===== config.mk =====
export PLATFORM = sky130hd
export DESIGN_NAME = delay_estimator
export DESIGN_NICKNAME = d
export VERILOG_FILES = /design/src/rtl/delay_estimator.sv
export SDC_FILE = /design/constraint.sdc
export NUM_CORES = 1
export LEC_CHECK = 0
export CAP_MARGIN = 30
export CORE_AREA = 2 2 119 75
export CTS_BUF_LIST = sky130_fd_sc_hd__clkbuf_16
export CTS_CLUSTER_SIZE = 30
export DETAILED_ROUTE_END_ITERATION = 6
export DIE_AREA = 0 0 121 77
export DONT_BUFFER_PORTS = 1
export PLACE_DENSITY = 0.54
export SYNTH_ARGS = -nofsm -noshare
export SYNTH_HDL_FRONTEND = slang
export SYNTH_SLANG_ARGS = --single-unit

===== constraint.sdc =====
create_clock -name clk_i -period 3.3 [get_ports clk_i]
set_clock_uncertainty 0.2 [all_clocks]
set_input_delay 0.33 -clock clk_i [delete_from_list [all_inputs] [get_ports clk_i]]
set_output_delay 0.33 -clock clk_i [all_outputs]
set_load 0.02 [all_outputs]

===== src/rtl/delay_estimator.sv =====
// Purpose: measures the 1..15 cycle delay between data_i and data_delayed_i, then tracks lock on it.
// Latency: result registered 15+WINDOW cycles after start_i is sampled; lost_o one cycle after the final miss.
// Backpressure: none; the block observes both streams every cycle and never stalls them.
module delay_estimator #(
  parameter int WINDOW      = 32,
  parameter int LOSS_THRESH = 2
) (
  input  logic       clk_i,
  input  logic       rst_i,
  input  logic       start_i,
  input  logic       data_i,
  input  logic       data_delayed_i,
  output logic [3:0] delay_o,
  output logic       delay_valid_o,
  output logic       ambiguous_o,
  output logic       no_match_o,
  output logic       lost_o,
  output logic       busy_o
);

  localparam int CW = $clog2(WINDOW + 16);
  localparam int MW = $clog2(LOSS_THRESH + 1);
  localparam logic [CW-1:0] FILL_LAST = CW'(14);
  localparam logic [CW-1:0] MEAS_LAST = CW'(WINDOW - 1);
  localparam logic [MW-1:0] MISS_LAST = MW'(LOSS_THRESH - 1);

  typedef enum logic [2:0] {
    S_IDLE    = 3'd0,
    S_FILL    = 3'd1,
    S_MEASURE = 3'd2,
    S_DONE    = 3'd3,
    S_TRACK   = 3'd4
  } state_t;

  state_t          r_state;
  state_t          w_state_nxt;
  logic [14:0]     r_hist;     // r_hist[k-1] = data_i from k cycles ago
  logic [14:0]     r_cand;     // r_cand[d-1] = delay d still a candidate
  logic [CW-1:0]   r_cnt;
  logic [MW-1:0]   r_miss;
  logic [3:0]      r_delay;
  logic            r_valid;
  logic            r_amb;
  logic            r_nomatch;
  logic            r_lost;

  logic [14:0]     w_match;
  logic [15:0]     w_match_ext;
  logic [14:0]     w_cand_upd;
  logic [3:0]      w_low;
  logic            w_cand_multi;
  logic            w_trk_ok;
  logic            w_fill_last;
  logic            w_meas_last;
  logic            w_loss;

  assign w_match      = ~(r_hist ^ {15{data_delayed_i}});
  // Bit 0 is a dummy slot so delay_o can index directly without a subtract.
  assign w_match_ext  = {w_match, 1'b0};
  assign w_cand_upd   = r_cand & w_match;
  assign w_cand_multi = |(w_cand_upd & (w_cand_upd - 15'd1));
  assign w_trk_ok     = w_match_ext[r_delay];
  assign w_fill_last  = (r_cnt == FILL_LAST);
  assign w_meas_last  = (r_cnt == MEAS_LAST);
  assign w_loss       = !w_trk_ok && (r_miss >= MISS_LAST);

  // Lowest surviving candidate wins; scan from the top so the lowest index is written last.
  always_comb begin
    w_low = 4'd0;
    for (int i = 14; i >= 0; i--) begin
      if (w_cand_upd[i]) w_low = 4'(i + 1);
    end
  end

  // Next-state selection; start_i outranks loss of lock in TRACK.
  always_comb begin
    w_state_nxt = r_state;
    case (r_state)
      S_IDLE:    if (start_i) w_state_nxt = S_FILL;
      S_FILL:    if (w_fill_last) w_state_nxt = S_MEASURE;
      S_MEASURE: if (w_meas_last) w_state_nxt = (w_cand_upd == 15'd0) ? S_DONE : S_TRACK;
      S_DONE:    if (start_i) w_state_nxt = S_FILL;
      S_TRACK: begin
        if (start_i)     w_state_nxt = S_FILL;
        else if (w_loss) w_state_nxt = S_MEASURE;
      end
      default:   w_state_nxt = S_IDLE;
    endcase
  end

  // State register.
  always_ff @(posedge clk_i or negedge rst_i) begin
    if (!rst_i) r_state <= S_IDLE;
    else        r_state <= w_state_nxt;
  end

  // Reference history shifts every cycle regardless of state so a relock needs no refill.
  always_ff @(posedge clk_i or negedge rst_i) begin
    if (!rst_i) r_hist <= 15'd0;
    else        r_hist <= {r_hist[13:0], data_i};
  end

  // Counters, candidate mask and registered results.
  always_ff @(posedge clk_i or negedge rst_i) begin
    if (!rst_i) begin
      r_cand    <= 15'd0;
      r_cnt     <= '0;
      r_miss    <= '0;
      r_delay   <= 4'd0;
      r_valid   <= 1'b0;
      r_amb     <= 1'b0;
      r_nomatch <= 1'b0;
      r_lost    <= 1'b0;
    end else begin
      r_lost <= 1'b0;
      case (r_state)
        S_IDLE, S_DONE: begin
          if (start_i) begin
            r_cnt     <= '0;
            r_delay   <= 4'd0;
            r_valid   <= 1'b0;
            r_amb     <= 1'b0;
            r_nomatch <= 1'b0;
          end
        end
        S_FILL: begin
          if (w_fill_last) begin
            r_cnt  <= '0;
            r_cand <= 15'h7FFF;
          end else begin
            r_cnt <= r_cnt + CW'(1);
          end
        end
        S_MEASURE: begin
          r_cand <= w_cand_upd;
          if (w_meas_last) begin
            r_cnt     <= '0;
            r_miss    <= '0;
            r_delay   <= w_low;
            r_valid   <= (w_cand_upd != 15'd0);
            r_amb     <= w_cand_multi;
            r_nomatch <= (w_cand_upd == 15'd0);
          end else begin
            r_cnt <= r_cnt + CW'(1);
          end
        end
        S_TRACK: begin
          if (start_i) begin
            r_cnt     <= '0;
            r_miss    <= '0;
            r_delay   <= 4'd0;
            r_valid   <= 1'b0;
            r_amb     <= 1'b0;
            r_nomatch <= 1'b0;
          end else if (w_trk_ok) begin
            r_miss <= '0;
          end else if (w_loss) begin
            r_lost  <= 1'b1;
            r_cnt   <= '0;
            r_miss  <= '0;
            r_cand  <= 15'h7FFF;
            r_delay <= 4'd0;
            r_valid <= 1'b0;
            r_amb   <= 1'b0;
          end else begin
            r_miss <= r_miss + MW'(1);
          end
        end
        default: ;
      endcase
    end
  end

  assign delay_o       = r_delay;
  assign delay_valid_o = r_valid;
  assign ambiguous_o   = r_amb;
  assign no_match_o    = r_nomatch;
  assign lost_o        = r_lost;
  assign busy_o        = (r_state == S_FILL) || (r_state == S_MEASURE);

endmodule


# After elaboration in Yosys (flattened, before gate mapping)
# Cells that the tools add are included.
dict set report classes {
  add_sub_neg 3
  magnitude_cmp 2
  n_eq_ne 15
  n_mux 61
  n_bitwise 4
  reduce_logical 20
}
# cell count
set op_table {}
lappend op_table {{4-bit 2-to-1 mux} 20}
lappend op_table {{15-bit 2-to-1 mux} 4}
lappend op_table {{15-bit one-hot mux with 3 select lines} 1}
lappend op_table {{6-bit 2-to-1 mux} 6}
lappend op_table {{15-bit bitwise AND} 2}
lappend op_table {{6-bit one-hot mux with 4 select lines} 1}
lappend op_table {{3-bit 2-to-1 mux} 6}
lappend op_table {{15-bit logical NOT} 1}
lappend op_table {{15-bit NOT} 1}
lappend op_table {{15-bit nonzero test} 1}
lappend op_table {{15-bit OR reduction} 1}
lappend op_table {{15-bit by 1-bit subtractor with 15-bit output, second input constant} 1}
lappend op_table {{15-bit bitwise XOR} 1}
lappend op_table {{1-bit 2-to-1 mux} 12}
lappend op_table {{3-bit one-hot mux with 4 select lines} 1}
lappend op_table {{4-bit one-hot mux with 3 select lines} 1}
lappend op_table {{2-bit != test, second input constant} 5}
lappend op_table {{5-bit AND reduction} 2}
lappend op_table {{2-bit 2-to-1 mux} 4}
lappend op_table {{4-bit AND reduction} 2}
lappend op_table {{6-bit by 1-bit adder with 6-bit output, second input constant} 1}
lappend op_table {{3-bit by 2-bit == test with 1-bit output, second input constant} 2}
lappend op_table {{6-bit by 4-bit == test with 1-bit output, second input constant} 1}
lappend op_table {{6-bit by 5-bit == test with 1-bit output, second input constant} 1}
lappend op_table {{other kinds (22)} 27}
dict set report totals {
  reg_bits 49
  inputBits 5
  out_inout_bits 9
  word_cells 115
}

# Logic depth before layout (Yosys ltp)
# Gate-level depths: netlist of run 1.
dict set report logic_depth {
  depth_word 20
  mapped_depth 10
  depth_no_buf 9
}

# Least setup slack after synthesis of run 1
# No wires, ideal clock.
dict set report synth_timing {
  path_type {register to register}
  start {reg r_delay[0] (netlist: delay_o[0])}
  end {reg r_delay[2] (netlist: delay_o[2])}
  setup_ns 0.103
  arrival_ns 2.063
  required_time_ns 2.997
  setup_slack_ns 0.933
  path_stages_with_launch 8
  n_path_buf 1
  period_less_slack_ns 2.367
  path_cell_list {dfrtp_1 -> buf_6 -> mux2i_1 -> mux2_4 -> nor4_4 -> or2_4 -> o2bb2ai_4 -> o41ai_2}
}
dict set report synth_via {
  elab_chain_cells 6
  elab_cells_between_ends 7
  cone_classes {eq/ne: 2; mux: 2; reduce/logical: 3}
}
# item line
set synth_rtl {}
lappend synth_rtl {{start: declaration} 41} ;# logic [3:0] r_delay;
lappend synth_rtl {{start signal: assignment} 139} ;# r_delay <= w_low;
lappend synth_rtl {{1-bit binary-select mux with 4-bit select (*)} 62} ;# assign w_trk_ok = w_match_ext[r_delay];
lappend synth_rtl {{1-bit 2-to-1 mux (implied by the code) (*)} 62}
lappend synth_rtl {{1-bit logical NOT} 65} ;# assign w_loss = !w_trk_ok && (r_miss >= MISS_LAST);
lappend synth_rtl {{1-bit logical AND} 65}
lappend synth_rtl {{3-bit != test (no line)} --}
lappend synth_rtl {{5-bit AND reduction (no line) (*)} --}
# Mark *: on every way between the ends. The rest lies on a longest branch, timed or not. The select of a mux whose other input is x is not followed.
# A chain may end at the register's enable or synchronous reset.

# Worst setup path after layout of run 1
dict set report layout_timing {
  start {reg r_delay[0] (netlist: delay_o[0])}
  end {reg r_state[1]}
}
dict set report layout_via {
  elab_chain_cells 6
}
# item line
set layout_rtl {}
lappend layout_rtl {{1-bit binary-select mux with 4-bit select} 62}
lappend layout_rtl {{1-bit 2-to-1 mux (implied by the code)} 62}
lappend layout_rtl {{1-bit logical NOT} 65}
lappend layout_rtl {{1-bit logical AND} 65}
lappend layout_rtl {{3-bit != test (no line)} --}
lappend layout_rtl {{4-bit AND reduction (no line)} --}
lappend layout_rtl {{end signal: assignment} 94} ;# else r_state <= w_state_nxt;
lappend layout_rtl {{end: declaration} 35} ;# state_t r_state;
# Every way passes these cells. The select of a mux whose other input is x is not followed.

==> results of run 1 <==
## stage by stage
| stage | total power, W | cell area, µm² | hold slack, ns | setup slack, ns | cells |
|---|---|---|---|---|---|
| finish | 0.002177 | 3415 | 0.03670 | 0.5170 | 452 |
| global route | 0.002331 | 3415 | 0.03559 | 0.3264 | 452 |
| CTS | 0.002183 | 3415 | 0.03174 | 0.5452 | 452 |
| detailed placement | 0.001649 | 3227 | -0.1646 | 0.5967 | 441 |
| global placement | 0.001635 | 3227 | -0.1648 | 0.6542 | 441 |
| floorplan | 0.001475 | 3182 | -0.1656 | 0.9334 | 343 |
## power groups by stage
stage / registers, W / clock network (W) / logic, W
after floorplan: 0.000821 / 0 / 0.000654
after global placement: 0.000880 / 0 / 0.000755
after detailed placement: 0.000881 / 0 / 0.000768
after CTS: 0.000870 / 0.000521 / 0.000792
after global routing: 0.000895 / 0.000549 / 0.000887
final: 0.000874 / 0.000510 / 0.000792
## per-layer routing
metal / routed length [µm] / part of all wire / GRT usage
met5: 0 / 0 / 0
met4: 82 / 0.010 / 0.04884
met3: 456 / 0.057 / 0.04241
met2: 2929 / 0.36 / 0.2270
met1: 4577 / 0.57 / 0.3080
## logic make-up (layout without fill, tap and decap cells)
family,count (synthesis),in the layout,share of synthesized area
simple gates,135,135,0.2285
compound gates,95,95,0.2218
flops,49,49,0.3854
buf+inv,27,24,0.04758
mux,17,17,0.05781
xor+xnor,16,16,0.04404
fa+ha+maj,4,4,0.01494
## worst max-delay path: stages, from the launching register on
cell and delay (ns):
dfrtp_1 0.59, buf_4 0.24, mux2i_1 0.27, mux2i_1 0.26, a41oi_1 0.18, or2_4 0.32
a31oi_4 0.28, nor2_1 0.10, a22o_1 0.24
## flip-flops by register name, summed over array words and instances, names as in the netlist
name,cells
delay_o,4
lost_o,1
r_hist,15
no_match_o,1
r_cnt,6
r_state,3
delay_valid_o,1
ambiguous_o,1
r_cand,15
r_miss,2
## worst min path at each step
stage,startpoint,endpoint,slack (ns),cells after the start
after floorplan,rst_i,ambiguous_o,-0.17,0
after global placement,rst_i,r_cnt[1],-0.16,0
after detailed placement,rst_i,r_cnt[0],-0.16,0
after CTS,start_i,r_state[0],0.03,2
after global routing,start_i,r_state[0],0.04,2
final,start_i,r_state[0],0.04,2
## layout by cell type (no fill, tap or decap), types with 3 or more instances in the layout
master,count
xor2_1,8
nand3_1,5
o22a_1,7
a221oi_1,4
a21oi_1,14
nor3_1,17
o21ai_0,18
ha_1,3
inv_1,13
o211ai_1,5
xnor2_1,8
and3_1,9
or2_2,3
and3b_1,3
nand2b_1,3
nand2_1,31
nor3b_1,3
o31ai_1,5
mux2i_1,12
o21ai_1,5
nor2b_1,15
nor2_1,27
a21o_1,4
nor4_1,3
dfrtp_1,49
mux2_2,3
clkbuf_16,5
a31oi_1,9
## final cells by class
cell class	count	share of cell area
flip-flops and latches	49	0.3591
well taps	112	0.04104
clock inverters	3	0.004397
clock buffers	5	0.03664
multi-input cells	267	0.5284
inverters	11	0.01209
repair buffers	5	0.01832
==> flow_metrics.py, run 1 <==
metrics = {
    "run_status": {
        "outcome": "finished clean",
    },
    "clock_network": {
        "htree_levels": 2,
        "clockRootBuffer": "clkbuf_16",
        "cts.path.max_buffers": 2,
        "cts_sinks": 49,
        "holdBufCountCts": 3,
        "tritoncts": "done",
        "clk_pin_slew_ns": 0.07,
        "clkLatencyLatePin_ns": 0.30,
        "numCtsBuffers": 5,
        "cts_setup_buffers": 0,
        "ctsResizeCount": 0,
    },
    "global_routing": {
        "grt_pass1_vias": 2361,
        "antenna_found_initial": 0,
        "grt_max_degree": 59,
        "grt-ovfl-total": 0,
        "grt_first_pass_wirelength_mm": 13.14,
        "grt.total_usage": 0.1849,
    },
    "synth": {
        "synth_flop_cell": "dfrtp_1",
        "synthCells": 343,
        "netlist_area_um2": 3182,
        "synth.most_common_cell": "dfrtp_1",
        "async_flop_share": 1.000,
        "ys_types": 66,
        "yosysSeqAreaShare": 0.3854,
        "yosys-top-cells-area": "dfrtp_1 39%, mux2i_1 3.8%, nand2_1 3.7%",
        "synth_commonest_cells": "49 x dfrtp_1, 31 x nand2_1, 27 x nor2_1, 18 x o21ai_0, 17 x nor3_1",
        "yosysTopAreaCell": "dfrtp_1",
        "syn_avg_cell_area_um2": 9.276,
        "synth_edf_count": 0,
        "syn_nets": 351,
        "yosys_warnings": 0,
        "synth_top_area_frac": 0.3854,
        "synth_seq_cells": 49,
    },
    "finish": {
        "fillers": 817,
        "multiInputGateArea_um2": 1804,
        "register_area_um2": 1226,
        "utilization": 0.4149,
        "synthToLayoutAreaGrowth_pct": 7.314,
        "layout-drive-gt1-share": 0.1000,
        "num_antenna_cells": 0,
        "layout.nets": 347,
    },
    "place": {
        "dp_hpwl_mm": 5.768,
        "gp_congestion": 0.8837,
        "io_buffers": 0,
    },
    "run": {
        "drv_cap": 0,
    },
    "routing": {
        "antenna_left": 0,
        "wl_mm": 8.046,
        "first_pass_iters": 5,
        "vias_per_cell": 5.664,
        "post_drt_wl_per_cell_um": 17.80,
        "drcViolationCount": 0,
        "drt_iter0_drc": 215,
        "num_vias": 2560,
    },
    "sta": {
        "tns_ns": 0,
        "tightestPinTransition_ns": 0.6387,
        "rsz0062_at_grt": "false",
        "relSlewSlack": 0.5717,
        "period_needed_ns": 2.783,
        "setup_viol": 0,
        "drv_slew": 0,
        "fmax_mhz": 359.3,
        "finalHoldViolCount": 0,
        "fin_crit_sh": 0.8433,
    },
    "floorplanning": {
        "rows": 26,
        "die-width_um": 121,
        "initial_core_util": 0.3866,
        "die_h_um": 77,
        "io_pins": 14,
        "fp.coreArea_um2": 8230,
        "die-area_um2": 9317,
    },
    "pwr": {
        "ir_worst_vdd_mv": 0.3330,
        "pwr-share-clk": 0.234,
        "power_switching_w": 0.0008695,
        "p_int_w": 0.001307,
        "swShare": 0.3995,
        "pwr-share-seq": 0.402,
        "powerDensity_nw_per_um2": 637.4,
        "comb_power_share": 0.364,
        "p_leak_nw": 1.391,
    },
    "worst_setup_path": {
        "worstPathRequired_ns": 3.29,
        "r2r_slack_ns": 0.52,
        "worst_setup_path_end_kind": "register",
        "cp-endpoint": "r_state[1]",
        "r2r_end": "r_state[1]",
        "cp.arrival_ns": 2.77,
        "worstPathMaxFanout": 8,
        "crit_type": "reg -> reg",
        "rr_worst_depth": 8,
        "r2r-start": "delay_o[0]",
        "cp-startpoint": "delay_o[0]",
        "start_kind": "register",
    },
    "hold_path": {
        "hold_path.class": "in -> reg",
    },
}
Note: power is estimated with default switching activity, not from simulation.
==> run 2, diff against run 1 <==
--- a/config.mk
+++ b/config.mk
@@ -5,12 +5,13 @@
 export SDC_FILE = /design/constraint.sdc
 export NUM_CORES = 1
 export LEC_CHECK = 0
+export ABC_AREA = 1
 export CAP_MARGIN = 30
-export CORE_AREA = 2 2 119 75
+export CORE_AREA = 2 2 111 70
 export CTS_BUF_LIST = sky130_fd_sc_hd__clkbuf_16
 export CTS_CLUSTER_SIZE = 30
 export DETAILED_ROUTE_END_ITERATION = 6
-export DIE_AREA = 0 0 121 77
+export DIE_AREA = 0 0 113 72
 export DONT_BUFFER_PORTS = 1
 export PLACE_DENSITY = 0.54
 export SYNTH_ARGS = -nofsm -noshare
==> constraint.sdc (replaced) <==
create_clock -name clk_i -period 2.7 [get_ports clk_i]
set_clock_uncertainty 0.2 [all_clocks]
set_input_delay 0.27 -clock clk_i [delete_from_list [all_inputs] [get_ports clk_i]]
set_output_delay 0.27 -clock clk_i [all_outputs]
set_load 0.02 [all_outputs]
==> run 2 against run 1 <==
The run now ends with DRC left. Synthesized cell count is 2.0% lower. Flip-flop and latch count stayed put. Fmax is 27% higher. Sequential power is 24% higher. Global-route usage is 1.6 points lower. Highest routed layer unchanged.
==> flow_metrics.py, run 2 <==
metrics = {
    "run_status": {
        "outcome": "complete, but fails checks",
        "failed_checks": "DRC",
    },
    "synth": {
        "yosys_warnings": 0,
        "ys_types": 39,
        "synth.most_common_cell": "nand2_1",
        "synth_edf_count": 0,
        "netlist_area_um2": 2774,
        "yosysSeqAreaShare": 0.4420,
        "synth_top_area_frac": 0.4420,
        "yosys-top-cells-area": "dfrtp_1 44%, nand2_1 12%, inv_1 4.6%",
        "synth_seq_cells": 49,
        "synth_commonest_cells": "88 x nand2_1, 49 x dfrtp_1, 34 x inv_1, 25 x a21oi_1, 24 x nor2_1",
        "synth_flop_cell": "dfrtp_1",
        "syn_avg_cell_area_um2": 8.256,
        "async_flop_share": 1.000,
        "yosysTopAreaCell": "dfrtp_1",
        "synthCells": 336,
        "syn_nets": 344,
    },
    "sta": {
        "drv_slew": 0,
        "fin_hold_ws_ns": 0.04637,
        "finalHoldViolCount": 0,
        "setup_viol": 0,
        "fin_ws_ns": 0.5116,
        "fmax_mhz": 457.0,
        "period_needed_ns": 2.188,
        "rsz0062_at_grt": "false",
        "tightestPinTransition_ns": 0.4250,
        "tns_ns": 0,
        "fin_crit_sh": 0.8105,
        "relSlewSlack": 0.7145,
    },
    "routing": {
        "drcViolationCount": 2,
        "first_pass_iters": 6,
        "drt_iter0_drc": 172,
        "num_vias": 2186,
        "vias_per_cell": 5.037,
        "post_drt_wl_per_cell_um": 14.94,
        "antenna_left": 0,
        "wl_mm": 6.483,
    },
    "clock_network": {
        "numCtsBuffers": 5,
        "htree_levels": 2,
        "clkLatencyLatePin_ns": 0.29,
        "cts_setup_buffers": 0,
        "tritoncts": "done",
        "cts.path.max_buffers": 2,
        "clockRootBuffer": "clkbuf_16",
        "cts_sinks": 49,
        "ctsResizeCount": 0,
        "clk_pin_slew_ns": 0.07,
        "holdBufCountCts": 3,
    },
    "floorplanning": {
        "die-width_um": 113,
        "rows": 24,
        "die_h_um": 72,
        "fp.coreArea_um2": 7087,
        "die-area_um2": 8136,
        "io_pins": 14,
        "initial_core_util": 0.3914,
    },
    "worst_setup_path": {
        "worstPathRequired_ns": 2.71,
        "worstPathMaxFanout": 5,
        "crit_type": "reg -> reg",
        "cp.arrival_ns": 2.20,
        "start_kind": "register",
        "worst_setup_path_end_kind": "register",
    },
    "finish": {
        "final_cell_mix": "88 x nand2_1, 49 x dfrtp_1, 34 x inv_1",
        "layout-drive-gt1-share": 0.1341,
        "layout.nets": 350,
        "num_antenna_cells": 0,
        "finalInstanceArea_um2": 3044,
        "layout_commonest_cell": "nand2_1",
        "top_regs": "r_cand: 15 flops, r_hist: 15 flops, r_cnt: 6 flops",
        "synthToLayoutAreaGrowth_pct": 9.743,
    },
    "global_routing": {
        "grt_max_degree": 50,
        "grt-ovfl-total": 0,
        "grt_first_pass_wirelength_mm": 10.36,
        "antenna_found_initial": 0,
        "grt.total_usage": 0.1691,
        "grt_pass1_vias": 1865,
    },
    "place": {
        "dp_hpwl_mm": 4.890,
        "io_buffers": 0,
        "placed_area_um2": 2854,
        "gp_congestion": 0.8364,
        "place_ws_ns": 0.5486,
    },
    "pwr": {
        "ir_worst_vdd_mv": 0.3542,
        "powerDensity_nw_per_um2": 1027,
        "p_leak_nw": 1.439,
        "power_w": 0.003125,
    },
    "run": {
        "drv_cap": 0,
    },
    "hold_path": {
        "hold_path.class": "in -> reg",
    },
}
## run 2: cell types whose count changed after synthesis, sizes merged, moves of 12 or more
cell / before / now
mux2i: 12 / 0
nand3: 5 / 23
inv: 11 / 38
nor3: 18 / 6
a21oi: 15 / 28
nor2b: 16 / 0
nand2: 31 / 97
## run 2: critical path: stages (launching register included)
cell,delay (ns)
dfrtp_1,0.43
nor2_2,0.27
inv_1,0.10
nor2_2,0.25
inv_1,0.09
nor2_1,0.28
inv_1,0.12
a21oi_1,0.18
nand3_1,0.08
o21ai_0,0.09
## run 2: area by class of cell
type                            count  area, µm²
Sequential cell                    49       1226
Inverter                           38      142.6
Tap cell                           91      113.9
Clock inverter                      3      17.52
Clock buffer                        5      125.1
Fill cell                         715       4043
Timing Repair Buffer                6      70.07
Multi-Input combinational cell    242       1349
## run 2: path summary, 6_finish.rpt
kind                                start     endpoint  slack, ns  depth (start not counted)
setup reg to reg               r_state[1]    r_miss[1]       0.51                          9
hold / removal             data_delayed_i    r_cand[6]       0.05                          3
min in group asynchronous           rst_i  ambiguous_o       0.29                          2
max in group asynchronous           rst_i    r_cand[6]       1.78                          2
hold reg to reg                r_hist[12]   r_hist[13]       0.19                          0
setup / recovery               r_state[1]    r_miss[1]       0.51                          9
## run 2: metal layers
metal  wire length (µm)  GRT usage  vias up
met4                 52    0.04878        0
li1                   -          -     1105
met1               3757     0.2906     1026
met2               2231     0.1903       50
met5                  0          0        -
met3                442    0.04929        5
## run 2: per-stage QoR
step | util | instances
2_1_floorplan | - | 336
3_3_place_gp | 0.4027 | 423
3_5_place_dp | 0.4027 | 423
4_1_cts | 0.4296 | 434
5_1_grt | 0.4296 | 434
6_report | 0.4296 | 434
## run 2: power by group
group | leakage [nW] | internal (W) | switching, W
sequential | 0.600 | 0.000926 | 0.000150
clock | 0.0712 | 0.000341 | 0.000284
combinational | 0.767 | 0.000484 | 0.000941
## run 2: kinds of logic after synthesis
family,after synthesis,synth area share
AO/OA/AOI/OAI,65,0.1403
XOR/XNOR,13,0.05594
adder cells (fa/ha/maj),3,0.01353
buffers and inverters,45,0.07352
flip-flops,49,0.4420
AND/OR/NAND/NOR,161,0.2747
